==> src/rtl/mvu_pkg.sv <==
// rtl/mvu_pkg.sv - shared APB/CSR types, CSR map bounds and bridge FSM states
package mvu_pkg;
   localparam int APB_ADDR_WIDTH = 15;
   localparam int APB_DATA_WIDTH = 32;
   localparam int APB_STRB_WIDTH = 4;
   localparam int MVU_ID_WIDTH   = 3;

   typedef logic [11:0]               mvu_csr_t;
   typedef logic [APB_ADDR_WIDTH-1:0] apb_addr_t;
   typedef logic [APB_DATA_WIDTH-1:0] apb_data_t;
   typedef logic [APB_STRB_WIDTH-1:0] apb_strb_t;
   typedef logic [MVU_ID_WIDTH-1:0]   mvu_id_t;

   localparam mvu_csr_t CSR_FIRST      = 12'hF20;
   localparam mvu_csr_t CSR_LAST       = 12'hF69;
   localparam mvu_csr_t CSR_MVUSTATUS  = 12'hF54;
   localparam mvu_csr_t CSR_MVUCOMMAND = 12'hF55;

   typedef enum logic [1:0] {IDLE, LOCAL, REQ, RESP} bridge_state_t;

   function automatic logic csr_mapped(input mvu_csr_t csr);
      return (csr >= CSR_FIRST) && (csr <= CSR_LAST);
   endfunction
endpackage

==> src/rtl/mvu_apb_csr_bridge_if.sv <==
// rtl/mvu_apb_csr_bridge_if.sv - host APB bus and per-MVU CSR request/ack bus
interface mvu_apb_if;
   import mvu_pkg::*;
   logic      psel;
   logic      penable;
   logic      pwrite;
   apb_addr_t paddr;
   apb_data_t pwdata;
   apb_strb_t pstrb;
   logic      pready;
   apb_data_t prdata;
   logic      pslverr;

   modport master (output psel, penable, pwrite, paddr, pwdata, pstrb,
                   input  pready, prdata, pslverr);
   modport slave  (input  psel, penable, pwrite, paddr, pwdata, pstrb,
                   output pready, prdata, pslverr);
endinterface

interface mvu_csr_if;
   import mvu_pkg::*;
   logic      csr_req;
   logic      csr_we;
   mvu_id_t   csr_mvu;
   mvu_csr_t  csr_addr;
   apb_data_t csr_wdata;
   apb_strb_t csr_wstrb;
   logic      csr_ack;
   apb_data_t csr_rdata;

   modport master (output csr_req, csr_we, csr_mvu, csr_addr, csr_wdata, csr_wstrb,
                   input  csr_ack, csr_rdata);
   modport slave  (input  csr_req, csr_we, csr_mvu, csr_addr, csr_wdata, csr_wstrb,
                   output csr_ack, csr_rdata);
endinterface

==> src/rtl/mvu_busy_tracker.sv <==
// rtl/mvu_busy_tracker.sv - per-MVU busy flags, set by start and cleared by done
module mvu_busy_tracker #(
   parameter int NMVU = 8
) (
   input  logic            clk,
   input  logic            rst_n,
   input  logic [NMVU-1:0] i_set,
   input  logic [NMVU-1:0] i_clr,
   output logic [NMVU-1:0] o_busy
);
   logic [NMVU-1:0] r_busy;

   // set dominates so a done arriving with its own start cannot lose the new job
   always_ff @(posedge clk or negedge rst_n) begin
      if (!rst_n) r_busy <= '0;
      else        r_busy <= i_set | (r_busy & ~i_clr);
   end

   assign o_busy = r_busy;
endmodule

==> src/rtl/mvu_apb_csr_bridge.sv <==
// rtl/mvu_apb_csr_bridge.sv - APB slave forwarding CSR accesses to MVUs, local STATUS/busy
// Optional MVU_APB_SLVERR_EN: pslverr on unmapped and rejected-busy COMMAND accesses.
module mvu_apb_csr_bridge
   import mvu_pkg::*;
#(
   parameter int NMVU = 8
) (
   input  logic            clk,
   input  logic            rst_n,
   mvu_apb_if.slave        apb,
   mvu_csr_if.master       csr,
   input  logic [NMVU-1:0] mvu_done,
   output logic [NMVU-1:0] mvu_start,
   output logic [NMVU-1:0] mvu_busy
);
   bridge_state_t   r_state, w_next;
   logic            r_we;
   mvu_id_t         r_mvu;
   mvu_csr_t        r_addr;
   apb_data_t       r_wdata;
   apb_strb_t       r_wstrb;
   apb_data_t       r_rdata;
   logic [NMVU-1:0] r_start;

   logic      w_setup, w_mapped, w_status_rd, w_cmd_busy, w_local, w_pready;
   mvu_id_t   w_id;
   mvu_csr_t  w_csr;
   apb_data_t w_local_rdata;

   assign w_setup     = apb.psel & ~apb.penable;
   assign w_id        = apb.paddr[14:12];
   assign w_csr       = apb.paddr[11:0];
   assign w_mapped    = csr_mapped(w_csr);
   assign w_status_rd = ~apb.pwrite & (w_csr == CSR_MVUSTATUS);
   assign w_cmd_busy  = apb.pwrite & (w_csr == CSR_MVUCOMMAND) & mvu_busy[w_id];
   assign w_local     = ~w_mapped | w_status_rd | w_cmd_busy;

   always_comb begin
      w_next = r_state;
      case (r_state)
         IDLE:    if (w_setup) w_next = w_local ? LOCAL : REQ;
         LOCAL:   w_next = IDLE;
         REQ:     if (csr.csr_ack) w_next = RESP;
         RESP:    w_next = IDLE;
         default: w_next = IDLE;
      endcase
   end

   always_ff @(posedge clk or negedge rst_n) begin
      if (!rst_n) begin
         r_state <= IDLE;
         r_we    <= 1'b0;
         r_mvu   <= '0;
         r_addr  <= '0;
         r_wdata <= '0;
         r_wstrb <= '0;
         r_rdata <= '0;
         r_start <= '0;
      end else begin
         r_state <= w_next;
         r_start <= '0;
         if (r_state == IDLE && w_setup) begin
            r_we    <= apb.pwrite;
            r_mvu   <= w_id;
            r_addr  <= w_csr;
            r_wdata <= apb.pwdata;
            r_wstrb <= apb.pstrb;
         end
         if (r_state == REQ && csr.csr_ack) begin
            if (!r_we) r_rdata <= csr.csr_rdata;
            if (r_we && r_addr == CSR_MVUCOMMAND) r_start[r_mvu] <= 1'b1;
         end
      end
   end

`ifdef MVU_APB_SLVERR_EN
   logic r_err;
   always_ff @(posedge clk or negedge rst_n) begin
      if (!rst_n)                        r_err <= 1'b0;
      else if (r_state == IDLE && w_setup) r_err <= ~w_mapped | w_cmd_busy;
   end
   assign apb.pslverr = (r_state == LOCAL) & r_err;
`else
   assign apb.pslverr = 1'b0;
`endif

   // only STATUS is answered with data locally; unmapped reads return zero
   assign w_local_rdata = (r_addr == CSR_MVUSTATUS)
                        ? {{(APB_DATA_WIDTH-1){1'b0}}, mvu_busy[r_mvu]} : '0;
   assign w_pready      = (r_state == LOCAL) | (r_state == RESP);

   always_comb begin
      apb.prdata = '0;
      if (w_pready && !r_we) apb.prdata = (r_state == LOCAL) ? w_local_rdata : r_rdata;
   end

   assign apb.pready    = w_pready;
   assign csr.csr_req   = (r_state == REQ);
   assign csr.csr_we    = r_we;
   assign csr.csr_mvu   = r_mvu;
   assign csr.csr_addr  = r_addr;
   assign csr.csr_wdata = r_wdata;
   assign csr.csr_wstrb = r_wstrb;
   assign mvu_start     = r_start;

   mvu_busy_tracker #(.NMVU(NMVU)) u_busy (
      .clk    (clk),
      .rst_n  (rst_n),
      .i_set  (r_start),
      .i_clr  (mvu_done),
      .o_busy (mvu_busy)
   );
endmodule
==> src/flat_wrapper.sv <==
// flat-port wrapper written by rule: the top's interface ports become plain ports
module mvu_apb_csr_bridge_flat import mvu_pkg::*;
#(
   parameter int NMVU = 8
)
  (clk, rst_n, mvu_done, mvu_start, mvu_busy, apb_psel, apb_penable, apb_pwrite, apb_paddr, apb_pwdata, apb_pstrb, apb_pready, apb_prdata, apb_pslverr, csr_csr_req, csr_csr_we, csr_csr_mvu, csr_csr_addr, csr_csr_wdata, csr_csr_wstrb, csr_csr_ack, csr_csr_rdata);
  mvu_apb_if apb_i ();
  mvu_csr_if csr_i ();
  input  logic clk;
  input  logic rst_n;
  input  logic [NMVU-1:0] mvu_done;
  output logic [NMVU-1:0] mvu_start;
  output logic [NMVU-1:0] mvu_busy;
  input wire logic [$bits(apb_i.psel)-1:0] apb_psel;
  input wire logic [$bits(apb_i.penable)-1:0] apb_penable;
  input wire logic [$bits(apb_i.pwrite)-1:0] apb_pwrite;
  input wire logic [$bits(apb_i.paddr)-1:0] apb_paddr;
  input wire logic [$bits(apb_i.pwdata)-1:0] apb_pwdata;
  input wire logic [$bits(apb_i.pstrb)-1:0] apb_pstrb;
  output wire logic [$bits(apb_i.pready)-1:0] apb_pready;
  output wire logic [$bits(apb_i.prdata)-1:0] apb_prdata;
  output wire logic [$bits(apb_i.pslverr)-1:0] apb_pslverr;
  output wire logic [$bits(csr_i.csr_req)-1:0] csr_csr_req;
  output wire logic [$bits(csr_i.csr_we)-1:0] csr_csr_we;
  output wire logic [$bits(csr_i.csr_mvu)-1:0] csr_csr_mvu;
  output wire logic [$bits(csr_i.csr_addr)-1:0] csr_csr_addr;
  output wire logic [$bits(csr_i.csr_wdata)-1:0] csr_csr_wdata;
  output wire logic [$bits(csr_i.csr_wstrb)-1:0] csr_csr_wstrb;
  input wire logic [$bits(csr_i.csr_ack)-1:0] csr_csr_ack;
  input wire logic [$bits(csr_i.csr_rdata)-1:0] csr_csr_rdata;
  assign apb_i.psel = apb_psel;
  assign apb_i.penable = apb_penable;
  assign apb_i.pwrite = apb_pwrite;
  assign apb_i.paddr = apb_paddr;
  assign apb_i.pwdata = apb_pwdata;
  assign apb_i.pstrb = apb_pstrb;
  assign apb_pready = apb_i.pready;
  assign apb_prdata = apb_i.prdata;
  assign apb_pslverr = apb_i.pslverr;
  assign csr_csr_req = csr_i.csr_req;
  assign csr_csr_we = csr_i.csr_we;
  assign csr_csr_mvu = csr_i.csr_mvu;
  assign csr_csr_addr = csr_i.csr_addr;
  assign csr_csr_wdata = csr_i.csr_wdata;
  assign csr_csr_wstrb = csr_i.csr_wstrb;
  assign csr_i.csr_ack = csr_csr_ack;
  assign csr_i.csr_rdata = csr_csr_rdata;
  mvu_apb_csr_bridge #(.NMVU(NMVU)) u_core (.clk(clk), .rst_n(rst_n), .apb(apb_i), .csr(csr_i), .mvu_done(mvu_done), .mvu_start(mvu_start), .mvu_busy(mvu_busy));
endmodule
==> config.mk <==
export PLATFORM = sky130hd
export DESIGN_NAME = mvu_apb_csr_bridge_flat
export DESIGN_NICKNAME = d
export VERILOG_FILES = /design/src/rtl/mvu_pkg.sv /design/src/rtl/mvu_apb_csr_bridge_if.sv /design/src/rtl/mvu_busy_tracker.sv /design/src/rtl/mvu_apb_csr_bridge.sv /design/src/flat_wrapper.sv
export SDC_FILE = /design/constraint.sdc
export NUM_CORES = 1
export LEC_CHECK = 0
export ABC_AREA = 1
export ABC_CLOCK_PERIOD_IN_PS = 5000
export BUFFER_PORTS_ARGS = -buffer_cell sky130_fd_sc_hd__buf_2
export CAP_MARGIN = 20
export CORE_AREA = 2 2 98 100
export DETAILED_ROUTE_END_ITERATION = 10
export DIE_AREA = 0 0 100 102
export PLACE_DENSITY = 0.94
export SLEW_MARGIN = 20
export SYNTH_ARGS = -nofsm -noshare
export SYNTH_HDL_FRONTEND = slang
export SYNTH_HIERARCHICAL = 1
export SYNTH_SLANG_ARGS = --single-unit
==> constraint.sdc <==
create_clock -name clk -period 5 [get_ports clk]
set_clock_uncertainty 0.2 [all_clocks]
set_input_delay 0.5 -clock clk [delete_from_list [all_inputs] [get_ports clk]]
set_output_delay 0.5 -clock clk [all_outputs]
set_load 0.02 [all_outputs]
==> results of run 1 <==
-- placed cells by master (no fill, tap or decap), types with 7 or more instances in the layout --
master	Yosys	final
sky130_fd_sc_hd__buf_2	5	197
sky130_fd_sc_hd__clkbuf_8	0	10
sky130_fd_sc_hd__dfrtp_1	102	102
sky130_fd_sc_hd__inv_1	38	38
sky130_fd_sc_hd__mux2_2	43	43
sky130_fd_sc_hd__mux2_4	30	30
sky130_fd_sc_hd__nand2_1	92	92
sky130_fd_sc_hd__nand3_1	14	13
sky130_fd_sc_hd__nor2_1	52	52
sky130_fd_sc_hd__nor3_1	7	7
sky130_fd_sc_hd__o21ai_0	15	15
-- synthesized netlist by cell type (3+ instances only) --
cell / n / area [um^2]
sky130_fd_sc_hd__dfrtp_1: 102 / 2550
sky130_fd_sc_hd__nand2_1: 92 / 345
sky130_fd_sc_hd__nor2_1: 52 / 195
sky130_fd_sc_hd__mux2_2: 43 / 484
sky130_fd_sc_hd__inv_1: 38 / 143
sky130_fd_sc_hd__mux2_4: 30 / 450
sky130_fd_sc_hd__o21ai_0: 15 / 75.1
sky130_fd_sc_hd__nand3_1: 14 / 70.1
sky130_fd_sc_hd__clkbuf_1: 10 / 37.5
sky130_fd_sc_hd__nor3_1: 7 / 35.0
sky130_fd_sc_hd__buf_2: 5 / 25.0
sky130_fd_sc_hd__a21oi_1: 4 / 20.0
sky130_fd_sc_hd__buf_6: 3 / 33.8
-- worst paths after layout --
path                                                from                                  end  slack, ps  cells past startpoint
max                        u_core/r_state[1]$_DFFE_PN0P_  u_core/csr.csr_wdata[7]$_DFFE_PN0P_       2020                      4
min                                          mvu_done[6]    u_core/u_busy/o_busy[6]$_DFF_PN0_        160                      4
max reg2reg                u_core/r_state[1]$_DFFE_PN0P_  u_core/csr.csr_wdata[7]$_DFFE_PN0P_       2020                      4
min reg2reg                u_core/mvu_start[0]$_DFF_PN0_    u_core/u_busy/o_busy[0]$_DFF_PN0_        270                      2
max in group asynchronous                          rst_n       u_core/r_rdata[27]$_DFFE_PN0P_       3000                      3
min in group asynchronous                          rst_n    u_core/u_busy/o_busy[0]$_DFF_PN0_        490                      2
-- stage by stage --
step           cells  worst slack (ps)
3_3_place_gp     720              2170
5_1_grt          736              1820
4_1_cts          736              2020
6_report         736              2020
2_1_floorplan    429              2760
3_5_place_dp     720              2050
-- critical path, stage by stage, from the launching register on --
cell and delay [ps]:
sky130_fd_sc_hd__dfrtp_1 1050, sky130_fd_sc_hd__inv_2 170, sky130_fd_sc_hd__nand3_2 610, sky130_fd_sc_hd__buf_4 420, sky130_fd_sc_hd__mux2_2 380
-- registers in the layout, indices dropped and copies added, names as in the netlist --
name / flops
u_core/r_rdata: 32
u_core/u_busy/o_busy: 8
u_core/csr.csr_we: 1
u_core/csr.csr_addr: 12
u_core/mvu_start: 8
u_core/csr.csr_wstrb: 4
u_core/csr.csr_mvu: 3
u_core/csr.csr_wdata: 32
u_core/r_state: 2
-- power by group through the flow --
stage	combinational (uW)	sequential (uW)	clock (uW)
2_1_floorplan	283	1250	0
3_3_place_gp	582	1140	0
3_5_place_dp	609	1150	0
4_1_cts	611	1140	488
5_1_grt	650	1170	515
6_report	607	1140	467
-- metal layers --
metal	up-vias	global-route usage, %
met5	-	0
met2	175	36.3
met3	14	6.29
met1	1738	26.1
li1	1745	-
met4	2	8.22
-- kinds of logic (layout without fill, tap and decap cells) --
group	after synthesis	count (layout)
buffers and inverters	59	255
multiplexers	73	73
AO/OA/AOI/OAI	19	19
other	1	1
AND/OR/NAND/NOR	175	175
flip-flops	102	102
-- timing repair --
item | in CTS | in global routing
endpoints found under the hold margin | 50 | 0
resized for setup | 0 | 0
hold buffers | 1 | 0
-- area by class of cell --
cell class                      instances  area share (%)
Clock inverter                          4           0.562
Inverter                               39            2.53
Multi-Input combinational cell        268            30.3
Clock buffer                           11            2.44
Timing Repair Buffer                  201            17.6
Sequential cell                       102            44.1
Tap cell                              111            2.40
==> metrics.log, run 1 <==
[metrics] core utilization of the finished layout: 63.5%
[metrics] antenna viol nets, final: 0
[metrics] Die Area: 10200 um^2
[metrics] most frequently used flop master after synthesis: sky130_fd_sc_hd__dfrtp_1
[metrics] filler cell count in the final layout: 757
[metrics] CP arrival: 3000 ps
[metrics] Synth Area in Adders: 0%
[metrics] combinational share of power: 27.4%
[metrics] sequential group share of total power: 51.6%
[metrics] clock transition at the registers of the reported paths: 100 ps
[metrics] CTS tree: done
[metrics] initial antenna violation count: 1
[metrics] overall routed net length: 11100 um
[metrics] Worst EP required: 5020 ps
[metrics] slew margin rel.: 29.4%
[metrics] Final Critical Period: 2980 ps
[metrics] Layout area overhead: 26.9%
[metrics] clock share of power: 21.1%
[metrics] synthesized-area fraction occupied by ao, oa, aoi and oai cells: 2.09%
[metrics] path class of the lowest-slack min-delay path: input pin to register
[metrics] average detailed-routed wire length per instance: 15.1 um
[metrics] count of flip-flops with a built-in enable after synthesis: 0
[metrics] post-synthesis share of cell area spent on and, or, nand and nor gates: 15.7%
[metrics] met3 WL post-DR: 960 um
[metrics] cells after synthesis: 429
[metrics] Pre-Repair DR Iteration Count: 5
[metrics] parity-gate share of the synthesized area counting xor and xnor cells: 0%
[metrics] leak pwr: 0.00311 uW
[metrics] DPL Wire Length: 8460 um
[metrics] topmost layer with routed signal wires: met5
[metrics] Synth warnings: 6
[metrics] Internal: 1510 uW
[metrics] peak fanout along the critical path: 40
[metrics] post-synthesis net count: 526
[metrics] via count of the first global-routing pass: 3577
[metrics] FP Rows: 35
[metrics] worst-margin pin slew: 1060 ps
[metrics] final setup fails: 0
[metrics] crit path kind: register to register
[metrics] number of buffers inserted during clock tree synthesis: 9
[metrics] maximum number of pins on one net before global-route repair: 53
[metrics] final hold viol count: 0
[metrics] worst-skew pair later-pin latency: 350 ps
[metrics] clock tree root buffer cell: sky130_fd_sc_hd__clkbuf_8
[metrics] clk sink count: 102
[metrics] kind of start point of the critical path: register
[metrics] height of the die: 102 um
[metrics] proportion of total power due to net switching: 31.9%
[metrics] largest vdd supply drop: 0.000233 V
[metrics] vias per cell: 4.99
[metrics] total area of multi-input combinational cells: 1760 um^2
[metrics] max capacitance violation total: 0
[metrics] post-synth design cell area: 4560 um^2
[metrics] outcome: completed
[metrics] share of synthesized area occupied by flip-flops and latches: 56.0%
[metrics] antenna diode count: 0
[metrics] Synth async-reset ratio: 100%
[metrics] fraction of layout cells with a size suffix above 1: 47.0%
[metrics] drc violations: 0
[metrics] Synth Area per Inst: 10.6 um^2
[metrics] post-route standard cell area excluding fillers: 5790 um^2
[metrics] met1 WL: 4390 um
[metrics] register area: 2550 um^2
[metrics] global-route wire length before repair: 16900 um
[metrics] post-detailed-placement cell area: 5600 um^2
[metrics] sum of internal, switching and leakage power: 2220 uW
[metrics] flops & latches, synth: 102
[metrics] total via count in the routed design: 3674
[metrics] port buffer count: 198
[metrics] unrepaired setup endpoints after global routing: no
[metrics] Routed met2 length: 5630 um
[metrics] Global Route Usage Sum: 21.4%
[metrics] main combinational cell family by area after synthesis: multiplexers
[metrics] final hold slack: 163 ps
[metrics] mux share of post-synthesis cell area: 20.5%
[metrics] GRT Residual Overflow: 0
[metrics] clk buf depth: 2
[metrics] Max Fclk: 336 MHz
[metrics] final estimated routing congestion in global placement: 0.853
[metrics] level count of the clock H-tree: 3
[metrics] total number of nets in the final design: 718
[metrics] die width: 100 um
[metrics] number of distinct library cell variants in the gate-level netlist after synthesis: 23
[metrics] final slew viol count: 0
[metrics] standard cell core area: 9110 um^2
[metrics] areal power density over the cells: 383 nW/um^2
[metrics] Ports: 200
[metrics] starting utilization of the core area: 50.1%
[metrics] final critical-path share of the clock period: 59.5%
[metrics] net switching power: 707 uW
[metrics] TNS Setup: 0 ps
[metrics] DRC marker count from the first detailed-route iteration: 117
[metrics] capturing element type of the critical path: register
[metrics] postcts setup bufs: 0
(Power assumes the default switching activity.)
==> inputs of run 2 (changes only) <==
--- a/config.mk
+++ b/config.mk
@@ -6,13 +6,13 @@
 export NUM_CORES = 1
 export LEC_CHECK = 0
 export ABC_AREA = 1
-export ABC_CLOCK_PERIOD_IN_PS = 5000
+export ABC_CLOCK_PERIOD_IN_PS = 2600
 export BUFFER_PORTS_ARGS = -buffer_cell sky130_fd_sc_hd__buf_2
 export CAP_MARGIN = 20
-export CORE_AREA = 2 2 98 100
+export CORE_AREA = 2 2 106 108
 export DETAILED_ROUTE_END_ITERATION = 10
-export DIE_AREA = 0 0 100 102
-export PLACE_DENSITY = 0.94
+export DIE_AREA = 0 0 108 110
+export PLACE_DENSITY = 0.86
 export SLEW_MARGIN = 20
 export SYNTH_ARGS = -nofsm -noshare
 export SYNTH_HDL_FRONTEND = slang
==> constraint.sdc (replaced) <==
create_clock -name clk -period 2.6 [get_ports clk]
set_clock_uncertainty 0.2 [all_clocks]
set_input_delay 0.26 -clock clk [delete_from_list [all_inputs] [get_ports clk]]
set_output_delay 0.26 -clock clk [all_outputs]
set_load 0.02 [all_outputs]
==> metrics.log, run 2 (synthesis gave the netlist of run 1 again) <==
[metrics] total via count in the routed design: 4105 (+12%)
[metrics] Ports: 200 (unchanged)
[metrics] areal power density over the cells: 673 nW/um^2 (+76%)
[metrics] slew margin rel.: 27.1% (-2.3 points)
[metrics] maximum number of pins on one net before global-route repair: 65 (+23%)
[metrics] fraction of layout cells with a size suffix above 1: 41.4% (-5.7 points)
[metrics] largest vdd supply drop: 0.000515 V (+120%)
[metrics] slack of the worst reg-to-reg path: 360 ps (-1660 ps)
[metrics] final hold slack: 33.7 ps (-129 ps)
[metrics] TNS Setup: 0 ps (unchanged)
[metrics] height of the die: 110 um (+7.8%)
[metrics] filler cell count in the final layout: 785 (+3.7%)
[metrics] combinational share of power: 28.4% (+1.0 points)
[metrics] biggest cell delay along the critical path: 400 ps (-650 ps)
[metrics] capturing element type of the critical path: output pin
[metrics] unrepaired setup endpoints after global routing: no
[metrics] path class of the lowest-slack min-delay path: input pin to register
[metrics] port buffer count: 198 (unchanged)
[metrics] Layout area overhead: 49.2%
[metrics] via count of the first global-routing pass: 4245 (+19%)
[metrics] peak fanout along the critical path: 33 (-18%)
[metrics] reg-to-reg critical path startpoint: u_core/r_state[1]$_DFFE_PN0P_
[metrics] clk sink count: 102 (unchanged)
[metrics] Hold EP: u_core/r_state[0]$_DFFE_PN0P_
[metrics] commonest non-fill, non-tap cell in the layout: sky130_fd_sc_hd__buf_2
[metrics] antenna viol nets, final: 0 (unchanged)
[metrics] Global Route Usage Sum: 22.3% (+0.90 points)
[metrics] outcome: completed
[metrics] leak pwr: 0.00354 uW (+14%)
[metrics] clock tree root buffer cell: sky130_fd_sc_hd__clkbuf_8
[metrics] overall routed net length: 13200 um (+18%)
[metrics] clock transition at the registers of the reported paths: 100 ps (about the same)
[metrics] standard cell core area: 10700 um^2 (+17%)
[metrics] vias per cell: 4.78 (-4.2%)
[metrics] proportion of total power due to net switching: 30.3% (-1.6 points)
[metrics] die width: 108 um (+8.0%)
[metrics] Max Fclk: 424 MHz
[metrics] worst-margin pin slew: 1090 ps (+34.6 ps)
[metrics] DRC marker count from the first detailed-route iteration: 258 (+120%)
[metrics] endpoint of the lowest-slack register-to-register path: u_core/r_rdata[1]$_DFFE_PN0P_
[metrics] setup slack after layout: 244 ps (-1780 ps)
[metrics] critical path's slowest cell: sky130_fd_sc_hd__dfrtp_1
[metrics] CP arrival: 1900 ps (-1100 ps)
[metrics] final setup fails: 0 (unchanged)
[metrics] crit path kind: register to output pin
[metrics] commonest non-fill, non-tap cells in the layout: sky130_fd_sc_hd__buf_2 (197), sky130_fd_sc_hd__dfrtp_1 (102), sky130_fd_sc_hd__nand2_1 (92), sky130_fd_sc_hd__dlygate4sd3_1 (91), sky130_fd_sc_hd__nor2_1 (52)
[metrics] clock share of power: 23.5% (+2.4 points)
[metrics] Worst EP required: 2140 ps (-2880 ps)
[metrics] level count of the clock H-tree: 3 (unchanged)
[metrics] global-route wire length before repair: 20300 um (+20%)
[metrics] worst hold path startpoint: csr_csr_ack
[metrics] Die Area: 11900 um^2 (+16%)
[metrics] total number of nets in the final design: 810 (+13%)
[metrics] clk buf depth: 2 (unchanged)
[metrics] worst-skew pair later-pin latency: 370 ps (+20 ps)
[metrics] DPL Wire Length: 8180 um (-3.4%)
[metrics] sum of internal, switching and leakage power: 4580 uW (+110%)
[metrics] number of cells on the worst hold path: 5 (+1)
[metrics] Internal: 3190 uW (+110%)
[metrics] max capacitance violation total: 0 (unchanged)
[metrics] GRT Residual Overflow: 0 (unchanged)
[metrics] CTS tree: done
[metrics] initial antenna violation count: 0 (-1)
[metrics] antenna diode count: 0 (unchanged)
[metrics] final slew viol count: 0 (unchanged)
[metrics] average detailed-routed wire length per instance: 15.4 um (+1.5%)
[metrics] starting utilization of the core area: 42.6% (-7.4 points)
[metrics] Pre-Repair DR Iteration Count: 5 (unchanged)
[metrics] number of buffers inserted during clock tree synthesis: 9 (unchanged)
[metrics] final estimated routing congestion in global placement: 0.877 (+2.7%)
[metrics] R2R cell count: 5 (+1)
[metrics] drc violations: 0 (unchanged)
[metrics] core utilization of the finished layout: 63.6% (+0.086 points)
[metrics] final hold viol count: 0 (unchanged)
[metrics] pre-CTS setup slack: 367 ps (-1690 ps)
[metrics] critical path cell sequence: buf_4 > nor3_1 > nand2_1 > nor2_1 > nand3b_1 > a21oi_1 > buf_2
[metrics] kind of start point of the critical path: register
[metrics] final critical-path share of the clock period: 90.6%
[metrics] Final Critical Period: 2360 ps
[metrics] sequential group share of total power: 48.1% (-3.5 points)
[metrics] FP Rows: 38 (+8.6%)
[metrics] net switching power: 1390 uW (+96%)
run 2: how the worst max path moves through the flow:
| stage | endpoint | startpoint | cells after the start |
|---|---|---|---|
| CTS | apb_prdata[3] | u_core/r_state[0]$_DFFE_PN0P_ | 6 |
| detailed placement | u_core/r_rdata[1]$_DFFE_PN0P_ | u_core/r_state[1]$_DFFE_PN0P_ | 5 |
| floorplan | apb_prdata[0] | u_core/csr.csr_mvu[0]$_DFFE_PN0P_ | 7 |
| global route | apb_prdata[0] | u_core/r_state[1]$_DFFE_PN0P_ | 7 |
| global placement | u_core/r_rdata[1]$_DFFE_PN0P_ | u_core/r_state[1]$_DFFE_PN0P_ | 5 |
| finish | apb_prdata[0] | u_core/r_state[1]$_DFFE_PN0P_ | 7 |
run 2: cell type report:
type	instances	area, um^2	area share, %
Tap cell	140	175	2.57
Timing Repair Buffer	293	1960	28.8
Multi-Input combinational cell	268	1760	25.8
Clock inverter	4	70.1	1.03
Clock buffer	12	145	2.13
Inverter	39	146	2.15
Sequential cell	102	2550	37.5
run 2: repair_timing:
action / CTS / global route
hold buffers: 91 / 0
setup endpoints to repair: 0 / 1
hold endpoints to repair: 137 / 0
resized for setup: 0 / 1
setup buffers: 0 / 0
run 2: per-stage QoR:
stage	instances	instance area, um^2
after floorplan	429	4560
after global placement	751	5680
after detailed placement	751	5680
after CTS	858	6800
after global routing	858	6800
final	858	6800
run 2: worst max-delay path: cells and delay by family, from the launching register on:
family	cells	cell delay (ps)
and+or+nand+nor	4	510
buffers and inverters	2	450
DFF	1	400
AOI/OAI and AO/OA	1	170
run 2: power groups by stage:
| stage | clock network [uW] | registers, uW | logic [uW] |
|---|---|---|---|
| 4_1_cts | 1130 | 2190 | 1290 |
| 6_report | 1080 | 2200 | 1300 |
| 3_3_place_gp | 0 | 2190 | 1140 |
| 3_5_place_dp | 0 | 2210 | 1180 |
| 5_1_grt | 1190 | 2250 | 1400 |
| 2_1_floorplan | 0 | 2400 | 543 |
run 2: per-layer routing:
metal  global-route usage (%)  wire [um]  share of wire, %
met5                        0          0                 0
met4                     10.7        350               2.7
met3                     6.11        961               7.3
met2                     38.9       6680                51
met1                     25.4       5190                39
